--- src/rtl/mem_load_ctrl_if.sv ---
// Data-memory bus between the MEM-stage controller (master) and the memory (slave).
// Handshake: the master raises req with we/addr/be/wdata stable and holds them
// until the slave answers with a single-cycle ack; rdata is valid in the ack cycle.
interface mem_load_ctrl_if #(
  parameter int ADDR_W = 32
);
  logic              req;
  logic              we;
  logic [ADDR_W-1:0] addr;
  logic [3:0]        be;
  logic [31:0]       wdata;
  logic              ack;
  logic [31:0]       rdata;

  modport master (
    output req, we, addr, be, wdata,
    input  ack, rdata
  );

  modport slave (
    input  req, we, addr, be, wdata,
    output ack, rdata
  );
endinterface

--- src/rtl/mem_load_ctrl.sv ---
// MEM-stage data-memory access controller: accepts one load/store, runs it on
// the req/ack data bus, formats load data for write-back and pulses mem_stop_end
// to release the load-use fetch stall.
// Optional build macro: MEM_ALIGN_CHECK_EN (misaligned half/word ops abort
// without touching the bus).
// Upstream handshake: an op transfers when mem_valid & mem_ready; mem_ready is
// high only in IDLE, and mem_valid outside IDLE is ignored.
module mem_load_ctrl #(
  parameter int ADDR_W      = 32,
  parameter int ACK_TIMEOUT = 16
) (
  input  logic              clk,
  input  logic              rst,
  input  logic              mem_valid,
  output logic              mem_ready,
  input  logic [2:0]        mem_op,
  input  logic [ADDR_W-1:0] mem_addr,
  input  logic [31:0]       mem_wdata,
  input  logic [4:0]        mem_rd,
  mem_load_ctrl_if.master   bus,
  output logic              wb_we,
  output logic [4:0]        wb_rd,
  output logic [31:0]       wb_data,
  output logic              mem_stop_end,
  output logic              mem_busy,
  output logic              bus_err,
  output logic [1:0]        state_dbg
);

  localparam int CNT_W = $clog2(ACK_TIMEOUT + 1);

  typedef enum logic [1:0] {
    S_IDLE = 2'd0,
    S_REQ  = 2'd1,
    S_DONE = 2'd2
  } state_t;

  state_t            state_q, state_d;
  logic [2:0]        op_q;
  logic [ADDR_W-1:0] addr_q;
  logic [31:0]       wdata_q;
  logic [4:0]        rd_q;
  logic [CNT_W-1:0]  cnt_q;
  logic              abort_q;
  logic [4:0]        wb_rd_q;
  logic [31:0]       wb_data_q;
  logic              misalign;
  logic              timeout;
  logic              op_is_load;

  // Byte enables for the latched op: byte ops pick one lane, halves pick a pair.
  function automatic logic [3:0] calc_be(input logic [2:0] op, input logic [1:0] a);
    case (op)
      3'd0, 3'd3, 3'd5: calc_be = 4'b0001 << a;
      3'd1, 3'd4, 3'd6: calc_be = a[1] ? 4'b1100 : 4'b0011;
      default:          calc_be = 4'b1111;
    endcase
  endfunction

  // Store data replicated across lanes so the enabled lanes always see it.
  function automatic logic [31:0] calc_wdata(input logic [2:0] op, input logic [31:0] w);
    case (op)
      3'd5:    calc_wdata = {4{w[7:0]}};
      3'd6:    calc_wdata = {2{w[15:0]}};
      default: calc_wdata = w;
    endcase
  endfunction

  // Lane select plus sign/zero extension of the returned word.
  function automatic logic [31:0] fmt_load(input logic [2:0] op, input logic [1:0] a,
                                           input logic [31:0] r);
    logic [7:0]  b;
    logic [15:0] h;
    b = r[{a, 3'b000} +: 8];
    h = a[1] ? r[31:16] : r[15:0];
    case (op)
      3'd0:    fmt_load = {{24{b[7]}}, b};
      3'd3:    fmt_load = {24'd0, b};
      3'd1:    fmt_load = {{16{h[15]}}, h};
      3'd4:    fmt_load = {16'd0, h};
      default: fmt_load = r;
    endcase
  endfunction

`ifdef MEM_ALIGN_CHECK_EN
  // Half ops need addr[0]==0, word ops need addr[1:0]==0.
  assign misalign = ((mem_op == 3'd1 || mem_op == 3'd4 || mem_op == 3'd6) && mem_addr[0]) ||
                    ((mem_op == 3'd2 || mem_op == 3'd7) && (mem_addr[1:0] != 2'b00));
`else
  assign misalign = 1'b0;
`endif

  assign timeout    = (cnt_q == CNT_W'(ACK_TIMEOUT - 1));
  assign op_is_load = (op_q <= 3'd4);

  // State register.
  always_ff @(posedge clk or negedge rst) begin
    if (!rst) state_q <= S_IDLE;
    else      state_q <= state_d;
  end

  // Next-state logic: ack beats a simultaneous timeout.
  always_comb begin
    state_d = state_q;
    case (state_q)
      S_IDLE:  if (mem_valid) state_d = misalign ? S_DONE : S_REQ;
      S_REQ:   if (bus.ack || timeout) state_d = S_DONE;
      S_DONE:  state_d = S_IDLE;
      default: state_d = S_IDLE;
    endcase
  end

  // Op latch, timeout counter, abort flag and write-back capture.
  always_ff @(posedge clk or negedge rst) begin
    if (!rst) begin
      op_q      <= 3'd0;
      addr_q    <= '0;
      wdata_q   <= 32'd0;
      rd_q      <= 5'd0;
      cnt_q     <= '0;
      abort_q   <= 1'b0;
      wb_rd_q   <= 5'd0;
      wb_data_q <= 32'd0;
    end else begin
      case (state_q)
        S_IDLE: begin
          if (mem_valid) begin
            op_q    <= mem_op;
            addr_q  <= mem_addr;
            wdata_q <= mem_wdata;
            rd_q    <= mem_rd;
            cnt_q   <= '0;
            abort_q <= misalign;
          end
        end
        S_REQ: begin
          if (bus.ack) begin
            abort_q <= 1'b0;
            if (op_is_load) begin
              wb_data_q <= fmt_load(op_q, addr_q[1:0], bus.rdata);
              wb_rd_q   <= rd_q;
            end
          end else if (timeout) begin
            abort_q <= 1'b1;
          end else begin
            cnt_q <= cnt_q + 1'b1;
          end
        end
        default: ;
      endcase
    end
  end

  // Outputs decoded from the current state; bus fields are zero outside REQ.
  always_comb begin
    mem_ready    = 1'b0;
    mem_busy     = 1'b0;
    mem_stop_end = 1'b0;
    wb_we        = 1'b0;
    bus_err      = 1'b0;
    bus.req      = 1'b0;
    bus.we       = 1'b0;
    bus.addr     = '0;
    bus.be       = 4'b0000;
    bus.wdata    = 32'd0;
    case (state_q)
      S_IDLE: mem_ready = 1'b1;
      S_REQ: begin
        mem_busy  = 1'b1;
        bus.req   = 1'b1;
        bus.we    = ~op_is_load;
        bus.addr  = {addr_q[ADDR_W-1:2], 2'b00};
        bus.be    = calc_be(op_q, addr_q[1:0]);
        bus.wdata = calc_wdata(op_q, wdata_q);
      end
      S_DONE: begin
        mem_busy     = 1'b1;
        mem_stop_end = op_is_load;
        wb_we        = op_is_load & ~abort_q;
        bus_err      = abort_q;
      end
      default: ;
    endcase
  end

  assign wb_rd     = wb_rd_q;
  assign wb_data   = wb_data_q;
  assign state_dbg = state_q;

endmodule
--- src/flat_wrapper.sv ---
// flat-port wrapper written by rule: the top's interface ports become plain ports
module mem_load_ctrl_flat 
#(
  parameter int ADDR_W      = 32,
  parameter int ACK_TIMEOUT = 16
)
  (clk, rst, mem_valid, mem_ready, mem_op, mem_addr, mem_wdata, mem_rd, wb_we, wb_rd, wb_data, mem_stop_end, mem_busy, bus_err, state_dbg, bus_req, bus_we, bus_addr, bus_be, bus_wdata, bus_ack, bus_rdata);
  mem_load_ctrl_if #(.ADDR_W(ADDR_W)) bus_i ();
  input  logic clk;
  input  logic rst;
  input  logic mem_valid;
  output logic mem_ready;
  input  logic [2:0] mem_op;
  input  logic [ADDR_W-1:0] mem_addr;
  input  logic [31:0] mem_wdata;
  input  logic [4:0] mem_rd;
  output logic wb_we;
  output logic [4:0] wb_rd;
  output logic [31:0] wb_data;
  output logic mem_stop_end;
  output logic mem_busy;
  output logic bus_err;
  output logic [1:0] state_dbg;
  output wire logic [$bits(bus_i.req)-1:0] bus_req;
  output wire logic [$bits(bus_i.we)-1:0] bus_we;
  output wire logic [$bits(bus_i.addr)-1:0] bus_addr;
  output wire logic [$bits(bus_i.be)-1:0] bus_be;
  output wire logic [$bits(bus_i.wdata)-1:0] bus_wdata;
  input wire logic [$bits(bus_i.ack)-1:0] bus_ack;
  input wire logic [$bits(bus_i.rdata)-1:0] bus_rdata;
  assign bus_req = bus_i.req;
  assign bus_we = bus_i.we;
  assign bus_addr = bus_i.addr;
  assign bus_be = bus_i.be;
  assign bus_wdata = bus_i.wdata;
  assign bus_i.ack = bus_ack;
  assign bus_i.rdata = bus_rdata;
  mem_load_ctrl #(.ADDR_W(ADDR_W), .ACK_TIMEOUT(ACK_TIMEOUT)) u_core (.clk(clk), .rst(rst), .mem_valid(mem_valid), .mem_ready(mem_ready), .mem_op(mem_op), .mem_addr(mem_addr), .mem_wdata(mem_wdata), .mem_rd(mem_rd), .bus(bus_i), .wb_we(wb_we), .wb_rd(wb_rd), .wb_data(wb_data), .mem_stop_end(mem_stop_end), .mem_busy(mem_busy), .bus_err(bus_err), .state_dbg(state_dbg));
endmodule
--- config.mk ---
export PLATFORM = sky130hd
export DESIGN_NAME = mem_load_ctrl_flat
export DESIGN_NICKNAME = d
export VERILOG_FILES = /design/src/rtl/mem_load_ctrl_if.sv /design/src/rtl/mem_load_ctrl.sv /design/src/flat_wrapper.sv
export SDC_FILE = /design/constraint.sdc
export NUM_CORES = 1
export LEC_CHECK = 0
export CAP_MARGIN = 30
export CORE_MARGIN = 4
export CORE_UTILIZATION = 40
export CTS_CLUSTER_DIAMETER = 100
export DETAILED_ROUTE_END_ITERATION = 10
export PLACE_DENSITY = 0.88
export SLEW_MARGIN = 40
export SYNTH_ARGS = -nofsm -noshare
export SYNTH_HDL_FRONTEND = slang
export SYNTH_SLANG_ARGS = --single-unit
--- constraint.sdc ---
create_clock -name clk -period 2.1 [get_ports clk]
set_input_delay 0.63 -clock clk [delete_from_list [all_inputs] [get_ports clk]]
set_output_delay 0.63 -clock clk [all_outputs]
set_load 0.01 [all_outputs]
Yosys cells after proc, flatten, opt, wreduce, memory -nomap -nowiden
Cells that the tools add are included.
{ "op_classes": {"n_bitwise": 3, "muxes": 26, "magnitude_cmp": 1, "reduce_logical": 12, "add_sub_neg": 1, "shift": 2, "n_eq_ne": 13} }
{ "op_table": {"columns": ["cell", "count"], "rows": [
  ["one-hot mux 32 bit (4 select lines)", 1],
  ["2-to-1 mux 32 bit", 2],
  ["one-hot mux 32 bit (2 select lines)", 1],
  ["variable part select 32 x 6 -> 8 bit", 1],
  ["2-to-1 mux 16 bit", 1],
  ["2-to-1 mux 5 bit", 3],
  ["2-to-1 mux 1 bit", 10],
  ["one-hot mux 5 bit (2 select lines)", 1],
  ["equality test 3 bit (second input constant)", 3],
  ["2-to-1 mux 4 bit", 2],
  ["one-hot mux 4 bit (2 select lines)", 1],
  ["!= test 2 bit (second input constant)", 3],
  ["AND reduction 3 bit", 2],
  ["OR reduction 3 bit", 2],
  ["adder 5 x 1 -> 5 bit (second input constant)", 1],
  ["equality test 5 x 4 -> 1 bit (second input constant)", 1],
  ["2-to-1 mux 2 bit", 2],
  ["one-hot mux 2 bit (2 select lines)", 1],
  ["AND reduction 2 bit", 2],
  ["AND reduction 4 bit", 1],
  ["<< shifter 1 x 2 -> 4 bit (first input constant)", 1],
  ["equality test 3 x 1 -> 1 bit (second input constant)", 1],
  ["equality test 3 x 2 -> 1 bit (second input constant)", 1],
  ["<= comparator 3 bit (second input constant)", 1],
  ["12 further kinds", 13]
]} }
{ "word_totals": {"regBits": 117, "output_inout_bits": 114, "input_bits": 108} }

Longest topological paths before layout
Gate-level depths: netlist (run 1).
{ "logic_depth": {"ltp_word": 4, "mapped_depth": 9} }

Least setup slack after synthesis (run 1)
OpenSTA, ideal clock, no wires.
{ "synth_path": {"path_type": "register to output", "start": "register u_core.state_q[1] (netlist: u_core.state_dbg[1])", "end": "output port bus_addr[11]", "n_path_buf": 3, "setup_slack_ns": -0.163, "t_arrival_ns": 1.633, "required_time_ns": 1.470, "path_stages_with_launch": 7, "cell_sequence": "dfrtp_1 > inv_1 > ha_1 > clkbuf_1 > clkbuf_1 > clkbuf_1 > and2_1"} }
{ "synth_between": {"elab_chain_cells": 2} }
{ "synth_rtl": {"columns": ["item", "line", "rtl"], "rows": [
  ["start: declaration", "mem_load_ctrl.sv:38", "state_t state_q, state_d;"],
  ["start signal: assignment", "mem_load_ctrl.sv:99", "else state_q <= state_d;"],
  ["equality test 2 x 1 -> 1 bit", "mem_load_ctrl.sv:166", "case (state_q)"],
  ["2-to-1 mux 32 bit", "mem_load_ctrl.sv:166", null],
  ["end: declaration", "flat_wrapper.sv:26", "output wire logic [$bits(bus_i.addr)-1:0] bus_addr;"]
]} }
Every way passes these cells.

Final worst setup path (run 1)
{ "layout_path": {"start": "register u_core.op_q[0]", "end": "output port bus_wdata[12]"} }
{ "layout_between": {"elab_chain_cells": 3, "word_cells_on_any_way": 4} }
{ "layout_rtl": {"columns": ["item", "line", "rtl"], "rows": [
  ["start: declaration", "mem_load_ctrl.sv:39", "logic [2:0] op_q;"],
  ["start signal: assignment", "mem_load_ctrl.sv:128", "op_q <= mem_op;"],
  ["equality test 3 bit", "mem_load_ctrl.sv:62", "case (op)"],
  ["one-hot mux 32 bit (2 select lines) *", "mem_load_ctrl.sv:62", null],
  ["2-to-1 mux 32 bit *", "mem_load_ctrl.sv:166", null],
  ["end: declaration", "flat_wrapper.sv:28", "output wire logic [$bits(bus_i.wdata)-1:0] bus_wdata;"]
]} }
Every way passes the cells marked *; elsewhere a longest branch is shown, timed or not.

==> out/qor.yml, run 1 <==
status:
  status: "finished with violations"
  violations: "negative setup slack"
cells_and_area:
  seqCellArea_um2: 2930
  layout-drive-gt1-share_pct: 42.5
  area_growth_pct: 72.9
  final_area_um2: 10200
  postLayoutCoreUtil_pct: 70.4
  fin_nets: 996
  diodes: 0
  final.fill_count: 977
  multi_input_area_um2: 3140
floorplan:
  core.rowCount: 44
  dieArea_um2: 16700
  initial_core_util_pct: 40.7
  die_y_um: 129
  ios: 222
  fp.coreArea_um2: 14500
  die_w_um: 129
worst_setup_path:
  r2r_setup_slack_ps: 80
  critPathLaunchType: "register"
  critPathMaxFanout: 6
  arrival_ps: 1930
  crit_type: "register to primary output"
  end_kind: "primary output"
  critPathRequiredTime_ps: 1470
cts:
  cts.sinks: 117
  clk_pin_slew_worst_paths_ps: 60
  cts_buffer_depth: 2
  cts_tree: "built"
  root_buffer: "clkbuf_16"
  cts_hold_buffers: 0
  h-tree-depth: 4
  worstSkewPairLatency_ps: 420
  numCtsBuffers: 17
grt:
  antenna_found_initial: 0
  grt_usage_pct: 25.3
  grt_pass1_vias: 6066
  grt_max_degree: 118
  grt.overflow.total: 0
  grt_pass1_wl_um: 32400
synth:
  ys_seq_area_share_pct: 49.7
  synth_cells: 584
  syn_area_per_cell_um2: 10.1
  synthFlopType: "dfrtp_1"
  synth-edff-count: 0
  synth.cell_area_um2: 5890
  yosysUniqueCellTypes: 44
  async_reset_ff_share_pct: 100
  synth_warnings: 0
  synth_seq_cells: 117
sta:
  finalClockSkew_ps: 7.44
  setup_slack_ps: -459
  final_max_slew_viol_count: 0
  relSlewSlack_pct: 56.9
  fmax_mhz: 391
  rsz0062_at_grt: "true"
  period_share_pct: 122
  setup_violations: 68
  min_period_ps: 2560
  hold_viol: 0
  worst_pin_slew_ps: 646
detailed_routing:
  ant_nets: 0
  wirelength_um: 22700
  viasPerCell: 5.44
  vias: 5872
  firstDrtPassIters: 5
  drc_errors: 0
  post_drt_wl_per_cell_um: 21.0
  first_iter_violations: 332
pwr:
  ir_drop_v: 0.000930
  p_leak_nw: 4.49
  power.total_mw: 17.5
  p_per_area_nw_per_um2: 1720
place:
  place_hpwl_um: 14900
  place_congestion: 0.853
  place_area_um2: 8840
  port_buffers: 219
job:
  drv_cap: 0
min_path:
  hold_class: "input port to async pin"
==> power breakdown <==
| part | internal (mW) | switching [mW] | leakage, nW |
|---|---|---|---|
| Sequential | 3.38 | 0.849 | 1.39 |
| Clock | 1.99 | 1.04 | 0.300 |
| Combinational | 5.56 | 4.68 | 2.80 |
| Total | 10.9 | 6.57 | 4.49 |
==> layout by cell type, fill, tap and decap left out, types with 6 or more instances in the layout <==
cell	netlist	layout
clkdlybuf4s50_1	0	143
dfrtp_1	117	116
mux2_2	81	81
buf_6	2	68
nor2_1	76	66
nand2_1	71	65
buf_4	2	58
and2_4	0	40
a21oi_1	39	30
buf_2	7	27
clkbuf_16	0	18
buf_12	0	14
o21ai_2	0	12
o21ai_0	24	10
o211ai_1	9	9
o22a_1	8	8
a211oi_1	8	8
a32oi_1	7	7
nor2_2	0	6
a21oi_2	0	6
nor3b_1	6	6
o32ai_1	6	6
==> metrics by stage <==
| stage | TNS [ps] | hold slack [ps] | setup slack, ps | instances |
|---|---|---|---|---|
| detailed placement | -23980 | 451 | -413 | 1019 |
| global route | -22460 | 340 | -501 | 1080 |
| floorplan | -228 | 334 | -11.4 | 585 |
| CTS | -14830 | 326 | -348 | 1075 |
| global placement | -22030 | 442 | -400 | 1019 |
| finish | -18160 | 283 | -459 | 1080 |
==> path summary, 6_finish.rpt <==
check,start,cells past startpoint,to
hold reg to reg,u_core.rd_q[3],2,u_core.wb_rd[3]
min in group clk,u_core.rd_q[3],2,u_core.wb_rd[3]
setup / recovery,u_core.op_q[0],9,bus_wdata[12]
hold / removal,rst,2,u_core.wb_data[4]
max in group asynchronous,rst,2,u_core.addr_q[1]
setup reg to reg,u_core.addr_q[1],6,u_core.wb_data[20]
==> sequential cells by signal, summed over array words and instances, names as in the netlist <==
| signal | cells |
|---|---|
| u_core.addr_q | 32 |
| u_core.wb_data | 32 |
| u_core.wdata_q | 32 |
| u_core.cnt_q | 5 |
| u_core.rd_q | 5 |
| u_core.wb_rd | 5 |
| u_core.op_q | 3 |
| u_core.state_dbg | 2 |
| u_core.abort_q | 1 |
==> cell families (layout without fill, tap and decap cells) <==
| group | Yosys count | in the layout | share of synthesized area [%] |
|---|---|---|---|
| flops | 117 | 117 | 49.7 |
| simple gates | 210 | 210 | 16.2 |
| compound gates | 114 | 114 | 12.5 |
| xor+xnor | 3 | 3 | 0.446 |
| other cells | 1 | 2 | 0.0636 |
| mux | 85 | 85 | 16.5 |
| buf+inv | 49 | 360 | 3.65 |
| fa+ha+maj | 5 | 5 | 1.06 |
==> final cells by class <==
cell class	instances	share of cell area (%)
Inverter	8	0.344
Clock inverter	8	1.19
Clock buffer	24	4.83
Tap cell	184	2.26
Sequential cell	117	28.7
Timing Repair Buffer	320	31.9
Multi-Input combinational cell	419	30.8
==> per-layer routing <==
metal / vias to the layer above / GRT usage [%] / part of all wire (%)
li1: 2615 / - / -
met1: 2881 / 28.6 / 36
met2: 327 / 44.3 / 51
met3: 49 / 8.49 / 9.8
met4: 0 / 9.64 / 2.8
met5: - / 0 / 0
==> cell usage after synthesis (2+ instances only) <==
cell         n  share of area [%]
nor2_1      76                4.8
or4_1        2               0.25
dfrtp_1    117                 50
nor2b_1      3               0.32
mux2i_1      2               0.34
clkbuf_1    30                1.9
o21ai_0     24                2.0
buf_6        2               0.38
ha_1         5                1.1
nand2b_1     6               0.64
o22a_1       8                1.2
nand3_1      2               0.17
o32ai_1      6               0.89
o211ai_1     9                1.1
nor3b_1      6               0.76
a32oi_1      7                1.0
o2111ai_1    2               0.30
a211oi_1     8                1.0
xor2_1       2               0.30
nand2_1     71                4.5
a31oi_1      2               0.21
a21oi_1     39                3.3
mux2_2      81                 15
and2_1      41                4.4
inv_1        7               0.45
buf_4        2               0.25
buf_2        7               0.59
==> critical path, stage by stage, from the launching register on <==
cell and delay [ps]:
dfrtp_1 410, buf_4 160, nand2b_4 80, a21oi_4 60, buf_12 140, buf_6 120, buf_6 110, nor2_1 180
nor2_1 80, buf_2 150
==> repair_timing <==
| item | CTS | global route |
|---|---|---|
| gates cloned | 4 | 1 |
| endpoints found under the setup margin | 73 | 97 |
| setup buffers | 20 | 6 |
| gates resized for setup | 409 | 89 |
| pin swaps | 22 | 11 |
Power figures use the tool's default switching activity.
==> run 2, diff against run 1 <==
--- a/config.mk
+++ b/config.mk
@@ -7,10 +7,10 @@
 export LEC_CHECK = 0
 export CAP_MARGIN = 30
 export CORE_MARGIN = 4
-export CORE_UTILIZATION = 40
+export CORE_UTILIZATION = 48
 export CTS_CLUSTER_DIAMETER = 100
 export DETAILED_ROUTE_END_ITERATION = 10
-export PLACE_DENSITY = 0.88
+export PLACE_DENSITY = 0.95
 export SLEW_MARGIN = 40
 export SYNTH_ARGS = -nofsm -noshare
 export SYNTH_HDL_FRONTEND = slang
==> constraint.sdc (replaced) <==
create_clock -name clk -period 3.2 [get_ports clk]
set_input_delay 0.96 -clock clk [delete_from_list [all_inputs] [get_ports clk]]
set_output_delay 0.96 -clock clk [all_outputs]
set_load 0.01 [all_outputs]
==> run 2 against run 1 <==
  * The run now ends clean
  * Cell area decreased by 13%
  * Flip-flop and latch count unchanged
  * Wire length decreased by 16%
  * Die area decreased by 16%
  * Core utilization increased by 3.7 points
  * Clock skew increased by 4.5 ps
  * Total power decreased by 47%
  * Register-to-register slack improved by 850 ps
  * Worst hold slack improved by 180 ps
  * Global-route usage increased by 1.4 points
  * First-iteration DRC count increased by 15%
  * Critical path type unchanged
  * Highest routed layer unchanged
==> out/qor.yml, run 2 (synthesis results as in run 1) <==
status:
  status: "finished, final reports clean"
worst_setup_path:
  critPathLaunchType: "register"
  cp.buffers_inverters: 3
  crit_chain: "inv_2 -> a21oi_2 -> buf_12 -> nand2_1 -> a21oi_1 -> clkdlybuf4s50_1"
  end_kind: "primary output"
  crit_type: "register to primary output"
  worstReg2RegStart: "u_core.addr_q[1]"
  critPathRequiredTime_ps: 2240
  cp_slowest_cell: "clkdlybuf4s50_1"
  max_stage_delay_ps: 560
  critical-path-top-delay-family: "buffers and inverters"
  arrival_ps: 2160
  startpoint: "u_core.op_q[2]"
  critPathMaxFanout: 24
place:
  place_congestion: 0.875
  port_buffers: 219
  dp.cells: 929
  place_worst_setup_slack_ps: 159
  place_hpwl_um: 13600
pwr:
  p_switching_mw: 3.54
  p_leak_nw: 3.81
  p_seq_share_pct: 29.2
  p_per_area_nw_per_um2: 1050
  combPwrFrac_pct: 52.5
  ir_drop_v: 0.000578
  power_frac_clock_pct: 18.2
  p_int_mw: 5.79
  switching_share_pct: 37.9
  power.total_mw: 9.33
grt:
  grt_pass1_vias: 5595
  grt_pass1_wl_um: 29200
  grt_max_degree: 53
  grt_usage_pct: 26.7
  antenna_found_initial: 0
  grt.overflow.total: 0
sta:
  finalClockSkew_ps: 11.9
  final_max_slew_viol_count: 0
  relSlewSlack_pct: 48.2
  min_period_ps: 3120
  fmax_mhz: 321
  period_share_pct: 97.5
  setup_slack_ps: 80.3
  rsz0062_at_grt: "true"
  worst_pin_slew_ps: 769
  setup_violations: 0
  hold_viol: 0
  finalSetupTns_ps: 0
detailed_routing:
  viasPerCell: 5.60
  drc_errors: 0
  ant_nets: 0
  post_drt_wl_per_cell_um: 19.8
  firstDrtPassIters: 5
  wirelength_um: 19000
  vias: 5369
  first_iter_violations: 382
min_path:
  worstHoldStart: "u_core.rd_q[4]"
  hold_class: "register to register"
cts:
  numCtsBuffers: 17
  cts_tree: "built"
  clk_pin_slew_worst_paths_ps: 60
  cts.sinks: 117
  cts_hold_buffers: 0
  cts_buffer_depth: 2
  worstSkewPairLatency_ps: 420
  h-tree-depth: 4
  root_buffer: "clkbuf_16"
cells_and_area:
  diodes: 0
  final_cell_mix: "clkdlybuf4s50_1, dfrtp_1, mux2_2"
  stdcell_count: 959
  postLayoutCoreUtil_pct: 74.1
  fin_nets: 915
  final_common_cell: "clkdlybuf4s50_1"
  layout-drive-gt1-share_pct: 18.1
  area_growth_pct: 50.9
floorplan:
  ios: 222
  die_y_um: 119
  dieArea_um2: 14100
  initial_core_util_pct: 49.1
  die_w_um: 119
  core.rowCount: 40
  fp.coreArea_um2: 12000
job:
  drv_cap: 0
## run 2: repair_timing
item / in CTS / in global routing
setup endpoints to repair: 27 / 30
pin swaps: 1 / 2
buffers inserted: 0 / 0
gates cloned: 1 / 0
gates resized for setup: 23 / 18
endpoints found under the hold margin: 0 / 0
## run 2: path summary, 6_finish.rpt
| kind | end | slack, ps | cells after the start |
|---|---|---|---|
| setup / recovery | bus_wdata[19] | 80 | 6 |
| hold / removal | u_core.wb_rd[4] | 460 | 2 |
| setup reg to reg | u_core.wb_data[31] | 930 | 5 |
| hold reg to reg | u_core.wb_rd[4] | 460 | 2 |
| max in group asynchronous | u_core.wdata_q[16] | 1890 | 2 |
| min in group asynchronous | u_core.wb_data[1] | 520 | 1 |
## run 2: layout make-up
type / count / area (um^2)
Clock inverter: 5 / 25.0
Inverter: 8 / 30.0
Multi-Input combinational cell: 419 / 2820
Sequential cell: 117 / 2930
Fill cell: 806 / 3120
Timing Repair Buffer: 239 / 2400
Clock buffer: 24 / 502
Tap cell: 147 / 184
## run 2: per-stage QoR
step	hold slack, ps	cell area (um^2)
finish	459	8890
global route	487	8890
CTS	464	8860
detailed placement	457	8290
global placement	443	8290
floorplan	433	5900
## run 2: power by group through the flow
stage	clock network, mW	logic, mW	registers [mW]
after floorplan	0	2.57	2.65
after global placement	0	4.65	2.66
after detailed placement	0	4.78	2.71
after CTS	1.72	4.89	2.71
after global routing	1.80	5.27	2.80
final	1.70	4.90	2.73
## run 2: worst register-to-register path, cell delays in order (launching register included)
cell and delay, ps:
dfrtp_1 390, buf_4 300, mux4_2 600, mux2_4 310
a21oi_4 380, a21oi_1 140
## run 2: routing by layer
layer	up-vias	global-route usage [%]	wire, um
met5	-	0	0
met4	0	11.6	604
met3	50	9.12	1720
met2	291	46.2	9730
met1	2573	29.8	6930
li1	2455	-	-
==> run 3, diff against run 2 <==
--- a/config.mk
+++ b/config.mk
@@ -5,8 +5,8 @@
 export SDC_FILE = /design/constraint.sdc
 export NUM_CORES = 1
 export LEC_CHECK = 0
-export CAP_MARGIN = 30
-export CORE_MARGIN = 4
+export CAP_MARGIN = 20
+export CORE_MARGIN = 5
 export CORE_UTILIZATION = 48
 export CTS_CLUSTER_DIAMETER = 100
 export DETAILED_ROUTE_END_ITERATION = 10
==> run 3 against run 2 <==
  * First-iteration DRC count increased by 57%
  * Maximum frequency decreased by 0.99%
  * Critical path depth decreased by 1
  * Wire length increased by 7.8%
  * Count of clock-buffer cells in the layout decreased by 7
  * Highest routed layer unchanged
  * Non-clock buffer count increased by 4
  * Sequential power increased by 2%
==> out/qor.yml, run 3 (synthesis results as in run 1) <==
cells_and_area:
  postLayoutCoreUtil_pct: 76.2
  diodes: 0
  final_common_cell: "clkdlybuf4s50_1"
  final_cell_mix: "clkdlybuf4s50_1, dfrtp_1, mux2_2"
  area_growth_pct: 55.2
  stdcell_count: 966
  layout-drive-gt1-share_pct: 19.7
  fin_nets: 919
grt:
  grt.overflow.total: 0
  grt_max_degree: 74
  antenna_found_initial: 0
  grt_pass1_vias: 5938
  grt_usage_pct: 28.6
  grt_pass1_wl_um: 32200
cts:
  numCtsBuffers: 17
  root_buffer: "clkbuf_16"
  cts.sinks: 117
  clk_pin_slew_worst_paths_ps: 50
  h-tree-depth: 4
  worstSkewPairLatency_ps: 430
  cts_tree: "built"
  cts_buffer_depth: 2
  cts_hold_buffers: 0
detailed_routing:
  post_drt_wl_per_cell_um: 21.2
  viasPerCell: 5.81
  vias: 5614
  firstDrtPassIters: 4
  ant_nets: 0
  drc_errors: 0
  wirelength_um: 20500
  first_iter_violations: 601
worst_setup_path:
  critPathRequiredTime_ps: 2240
  arrival_ps: 2190
  critPathMaxFanout: 6
  r2r_cells: 5
  critPathLaunchType: "register"
  crit_type: "register to primary output"
  end_kind: "primary output"
floorplan:
  core.rowCount: 40
  initial_core_util_pct: 49.1
  dieArea_um2: 14600
  die_w_um: 121
  fp.coreArea_um2: 12000
  die_y_um: 121
  ios: 222
pwr:
  p_switching_mw: 3.77
  p_per_area_nw_per_um2: 1100
  p_leak_nw: 4.00
  ir_drop_v: 0.000806
  switching_share_pct: 37.4
  p_seq_share_pct: 27.6
  p_int_mw: 6.31
  power.total_mw: 10.1
  power_frac_clock_pct: 22.5
  combPwrFrac_pct: 49.8
sta:
  finalClockSkew_ps: 10.2
  whs_ps: 453
  relSlewSlack_pct: 48.4
  fmax_mhz: 317
  period_share_pct: 98.5
  worst_pin_slew_ps: 772
  final_max_slew_viol_count: 0
  min_period_ps: 3150
  hold_viol: 0
  setup_violations: 0
job:
  drv_cap: 0
place:
  dp.cells: 925
  place_hpwl_um: 13600
  port_buffers: 219
  place_congestion: 0.905
min_path:
  hold_class: "input port to async pin"
status:
  status: "finished, final reports clean"
-- run 3: timing repair --
action,4_1_cts,5_1_grt
pin swaps,1,1
setup buffers,5,3
resized for setup,52,17
cloned,1,0
setup endpoints to repair,56,17
-- run 3: through the flow --
step | area (um^2) | TNS [ps] | setup slack, ps
after floorplan | 5900 | 0 | 607
after global placement | 8250 | 0 | 152
after detailed placement | 8250 | 0 | 162
after CTS | 9070 | -129 | -58.3
after global routing | 9150 | -100 | -95.0
final | 9150 | 0 | 48.9
-- run 3: layer usage --
metal / share of wire [%] / track usage, %
met5: 0 / 0
met4: 3.2 / 11.5
met1: 36 / 32.4
met2: 50 / 48.7
met3: 10 / 10.8
-- run 3: layout make-up --
| class | count | area (um^2) |
|---|---|---|
| clock inverter | 15 | 275 |
| tap | 147 | 184 |
| timing repair buffer | 243 | 2450 |
| sequential | 117 | 2930 |
| multi-input combinational | 419 | 2840 |
| inverter | 8 | 37.5 |
| clock buffer | 17 | 425 |
| fill | 726 | 2860 |
-- run 3: power by group through the flow --
| stage | Clock, mW | Combinational [mW] | Sequential [mW] |
|---|---|---|---|
| after floorplan | 0 | 2.57 | 2.65 |
| after global placement | 0 | 4.58 | 2.70 |
| after detailed placement | 0 | 4.70 | 2.75 |
| after CTS | 2.29 | 4.92 | 2.76 |
| after global routing | 2.37 | 5.40 | 2.86 |
| final | 2.27 | 5.02 | 2.79 |
-- run 3: worst paths after layout --
| kind | endpoint | start | slack (ps) |
|---|---|---|---|
| worst min-delay path | u_core.wb_data[5] | rst | 450 |
| min in group clk | u_core.wb_rd[0] | u_core.rd_q[0] | 460 |
| worst max-delay path | mem_stop_end | u_core.op_q[0] | 50 |
| max in group asynchronous | u_core.op_q[2] | rst | 1990 |
| worst min register to register | u_core.wb_rd[0] | u_core.rd_q[0] | 460 |
| worst max register to register | u_core.wb_data[29] | u_core.addr_q[1] | 910 |
-- run 3: worst max-delay path, stage by stage, from the launching register on --
cell             delay (ps)
dfrtp_2                 450
dlymetal6s2s_1          190
o21ai_0                 240
buf_4                   170
and2_1                  140
clkdlybuf4s50_1         570
